--- src/rtl/ram_4x8_arbiter.sv ---
// Two-port round-robin arbiter in front of an 8x4 RAM with registered read data.
// Clears the RAM after every reset before accepting commands.
module ram_4x8_arbiter (
  input  logic       clk,
  input  logic       rst_n,
  input  logic       req_a,
  input  logic       req_b,
  input  logic       we_a,
  input  logic       we_b,
  input  logic [2:0] addr_a,
  input  logic [2:0] addr_b,
  input  logic [3:0] wdata_a,
  input  logic [3:0] wdata_b,
  output logic       gnt_a,
  output logic       gnt_b,
  output logic       rvalid_a,
  output logic       rvalid_b,
  output logic [3:0] rdata_a,
  output logic [3:0] rdata_b,
  output logic       init_done,
  output logic [2:0] ram_addr,
  output logic [3:0] ram_data_in,
  output logic       ram_rw,
  input  logic [3:0] ram_data_out
);

  typedef enum logic {
    INIT,
    ARB
  } state_t;

  state_t     state;
  logic [2:0] cnt;
  logic       last_b;
  logic       arb;
  logic       pick_a;
  logic       pick_b;

  assign arb = (state == ARB);

  // On contention the side not granted last wins.
  always_comb begin
    pick_a = req_a & (~req_b | last_b);
    pick_b = req_b & (~req_a | ~last_b);
    gnt_a  = arb & pick_a;
    gnt_b  = arb & pick_b;
  end

  always_comb begin
    ram_addr    = 3'd0;
    ram_data_in = 4'd0;
    ram_rw      = 1'b1;
    unique case (1'b1)
      ~arb: begin
        ram_addr = cnt;
        ram_rw   = 1'b0;
      end
      gnt_a: begin
        ram_addr    = addr_a;
        ram_rw      = ~we_a;
        ram_data_in = we_a ? wdata_a : 4'd0;
      end
      gnt_b: begin
        ram_addr    = addr_b;
        ram_rw      = ~we_b;
        ram_data_in = we_b ? wdata_b : 4'd0;
      end
      default: begin
        ram_addr    = 3'd0;
        ram_data_in = 4'd0;
        ram_rw      = 1'b1;
      end
    endcase
  end

  always_ff @(posedge clk or negedge rst_n) begin
    if (!rst_n) begin
      state     <= INIT;
      cnt       <= 3'd0;
      last_b    <= 1'b1;
      init_done <= 1'b0;
      rvalid_a  <= 1'b0;
      rvalid_b  <= 1'b0;
    end else begin
      rvalid_a <= gnt_a & ~we_a;
      rvalid_b <= gnt_b & ~we_b;
      unique case (state)
        INIT: begin
          cnt <= cnt + 3'd1;
          if (cnt == 3'd7) begin
            state     <= ARB;
            init_done <= 1'b1;
          end
        end
        ARB: begin
          if (gnt_a)
            last_b <= 1'b0;
          else if (gnt_b)
            last_b <= 1'b1;
        end
        default: state <= INIT;
      endcase
    end
  end

  assign rdata_a = rvalid_a ? ram_data_out : 4'd0;
  assign rdata_b = rvalid_b ? ram_data_out : 4'd0;

endmodule

--- config.mk ---
export PLATFORM = sky130hd
export DESIGN_NAME = ram_4x8_arbiter
export DESIGN_NICKNAME = d
export VERILOG_FILES = /design/src/rtl/ram_4x8_arbiter.sv
export SDC_FILE = /design/constraint.sdc
export NUM_CORES = 1
export LEC_CHECK = 0
export CORE_ASPECT_RATIO = 1.1
export CORE_MARGIN = 1
export CORE_UTILIZATION = 31
export CTS_BUF_LIST = sky130_fd_sc_hd__clkbuf_4 sky130_fd_sc_hd__clkbuf_8
export DETAILED_ROUTE_END_ITERATION = 16
export PLACE_DENSITY_LB_ADDON = 0.3
export SYNTH_ARGS = -nofsm -noshare
export SYNTH_HDL_FRONTEND = slang
export SYNTH_SLANG_ARGS = --single-unit
--- constraint.sdc ---
create_clock -name clk -period 1.55 [get_ports clk]
set_input_delay 0.155 -clock clk [delete_from_list [all_inputs] [get_ports clk]]
set_output_delay 0.155 -clock clk [all_outputs]
set_load 0.01 [all_outputs]
==> flow_summary.json <==
{
  "layout_setup_ws_ps": -215.5,
  "worst_setup_path_end_kind": "output port",
  "viasPerCell": 5.110,
  "synth-seq-cells": 8,
  "totalWireLength_um": 1774,
  "antenna_found_initial": 0,
  "first_pass_iters": 2,
  "cts_tree": "built",
  "drt-initial-drc-count": 4,
  "placed_area_mm2": 0.001025,
  "cts_buffers": 3,
  "fillers": 104,
  "clk_latency_ps": 260,
  "num_antenna_cells": 0,
  "port_buffers": 44,
  "async_flop_share_pct": 100.0,
  "drc": 0,
  "synth_top_flop_cell": "dfrtp_1",
  "initial_utilization_pct": 34.94,
  "grt_pass1_wl_um": 2822,
  "ios": 45,
  "drv_cap": 0,
  "synth_area_leaders": "dfrtp_1 34%, and2_1 9.9%, a32o_1 7.9%",
  "dr_total_vias": 649,
  "final_hold_viol_count": 0,
  "pwr_density_cell_mw_per_mm2": 621.5,
  "yosysTopAreaCell": "dfrtp_1",
  "dp_hpwl_um": 1305,
  "seq_area_um2": 201.4,
  "yosys_warnings": 0,
  "finalSetupViolCount": 9,
  "p_leak_uw": 0.0005329,
  "core-area_mm2": 0.001454,
  "rsz0062_at_grt": "yes",
  "slew_viol_final": 0,
  "grt_max_degree": 9,
  "ys_types": 22,
  "ir_drop_mv": 0.4773,
  "arrival_ps": 1610,
  "dieArea_mm2": 0.001805,
  "gp_congestion": 0.7299,
  "die_w_um": 40.60,
  "cts_buffer_depth": 2,
  "syn_nets": 74,
  "worst_pin_slew_ps": 374.9,
  "grt_pass1_vias": 650,
  "clock_sinks": 8,
  "synth-edff-count": 0,
  "start_kind": "flip-flop",
  "htreeDepth": 1,
  "layout-drive-gt1-share_pct": 33.33,
  "finalPower_uw": 687.4,
  "ant_nets": 0,
  "syn_to_final_growth_pct": 117.7,
  "max_freq_mhz": 566.4,
  "cts.clk_slew.worst_paths_ps": 60,
  "finalNetCount": 138,
  "worstPathRequired_ps": 1390,
  "gr-total-overflow": 0,
  "seq_area_frac_synth_pct": 39.66,
  "grt_use_total_pct": 22.97,
  "multi_input_comb_area_um2": 312.8,
  "synth.avg_cell_area_um2": 10.58,
  "syn-cell-area_um2": 508.0,
  "critical_path_class": "flip-flop to output port",
  "yosysTopAreaCellShare_pct": 34.48,
  "skew_ps": 9.200,
  "status": "finished, violations left",
  "synth_most_common_cell": "and2_1",
  "root_buffer": "clkbuf_4",
  "finalCritPeriodShare_pct": 113.9,
  "netlist_instances": 48,
  "violations": "negative setup slack",
  "wl_per_cell_um": 13.97,
  "fin_area_mm2": 0.001106,
  "timing.final.crit_period_ps": 1765,
  "fp-row-count": 14,
  "die_h_um": 44.46,
  "hold_path.class": "input port to asynchronous set/reset pin",
  "relSlewSlack_pct": 74.93,
  "yosys-top-cells-count": "8 x and2_1, 7 x dfrtp_1, 4 x a32o_1, 4 x nand2_1, 4 x nor2b_1",
  "path_max_fanout": 4
}
[registers in the layout (all words and copies together) (netlist names)]
register and cells:
cnt 3, arb 1, init_done 1, last_b 1, rvalid_a 1, rvalid_b 1
[power by group]
group | leakage, uW | switching (uW) | total [uW] | internal [uW]
logic | 0.000418 | 96.3 | 265 | 169
registers | 0.0000963 | 8.11 | 227 | 219
clock network | 0.0000184 | 78.4 | 195 | 116
total | 0.000533 | 183 | 687 | 505
[through the flow]
stage	utilization [%]	setup slack (ps)	std cells	hold slack, ps	setup TNS [ps]
after floorplan	-	258.4	48	-140.6	0
after global placement	70.48	-478.4	116	438.8	-4142
after detailed placement	70.48	-523.2	116	464.1	-4478
after CTS	74.96	-216.1	125	187.4	-1057
after global routing	76.08	-303.5	127	189.1	-1675
final	76.08	-215.5	127	174.7	-1136
[cell type report]
cell class | instances | area share, %
Timing Repair Buffer | 60 | 48.64
Tap cell | 16 | 1.810
Clock buffer | 4 | 2.715
Multi-Input combinational cell | 38 | 28.28
Sequential cell | 8 | 18.21
Inverter | 1 | 0.3394
[final timing paths]
| kind | startpoint | cells past startpoint | slack [ps] | to |
|---|---|---|---|---|
| setup / recovery | last_b$_DFFE_PN1P_ | 7 | -220 | ram_data_in[0] |
| hold / removal | rst_n | 1 | 170 | init_done$_DFFE_PN0P_ |
| setup reg to reg | cnt[0]$_DFFE_PN0N_ | 3 | 290 | cnt[2]$_DFFE_PN0N_ |
| hold reg to reg | cnt[0]$_DFFE_PN0N_ | 1 | 510 | cnt[0]$_DFFE_PN0N_ |
| max in group asynchronous | rst_n | 1 | 1060 | last_b$_DFFE_PN1P_ |
| min in group clk | req_b | 3 | 400 | last_b$_DFFE_PN1P_ |
[cells by family after synthesis]
family / after synthesis / synth area share, %
xor gates and xnor gates: 1 / 1.724
adders and majority gates: 2 / 4.925
muxes: 2 / 4.433
buffers and inverters: 2 / 2.955
DFF: 8 / 39.66
and+or+nand+nor: 22 / 26.60
AOI/OAI and AO/OA: 11 / 19.71
[layout by cell type, fill, tap and decap left out, types with 4 or more instances in the layout]
| master | instances |
|---|---|
| clkdlybuf4s50_1 | 32 |
| buf_6 | 6 |
| dfrtp_1 | 7 |
| buf_4 | 10 |
| nor2b_1 | 4 |
| and2_1 | 8 |
| buf_2 | 8 |
| a32o_1 | 4 |
| clkbuf_4 | 4 |
[critical path, cell delays in order, from the launching register on]
cell and delay (ps):
dfstp_2 560, nor2b_4 60, buf_6 110, nor3b_4 180
buf_4 150, buf_6 80, a32o_1 100, buf_2 130
[repair_timing]
action                     CTS  global route
buffers inserted             5             2
pin swaps                    3             1
hold buffers                 0             0
setup endpoints to repair   10            11
gates resized for setup     45             3
[per-layer routing]
| layer | up-vias | share of wire [%] | global-route usage [%] |
|---|---|---|---|
| li1 | 307 | - | - |
| met1 | 298 | 38 | 26.42 |
| met2 | 36 | 53 | 37.78 |
| met3 | 8 | 6.1 | 5.025 |
| met4 | 0 | 2.7 | 12.67 |
| met5 | - | 0 | 0 |
(Power assumes the default switching activity.)
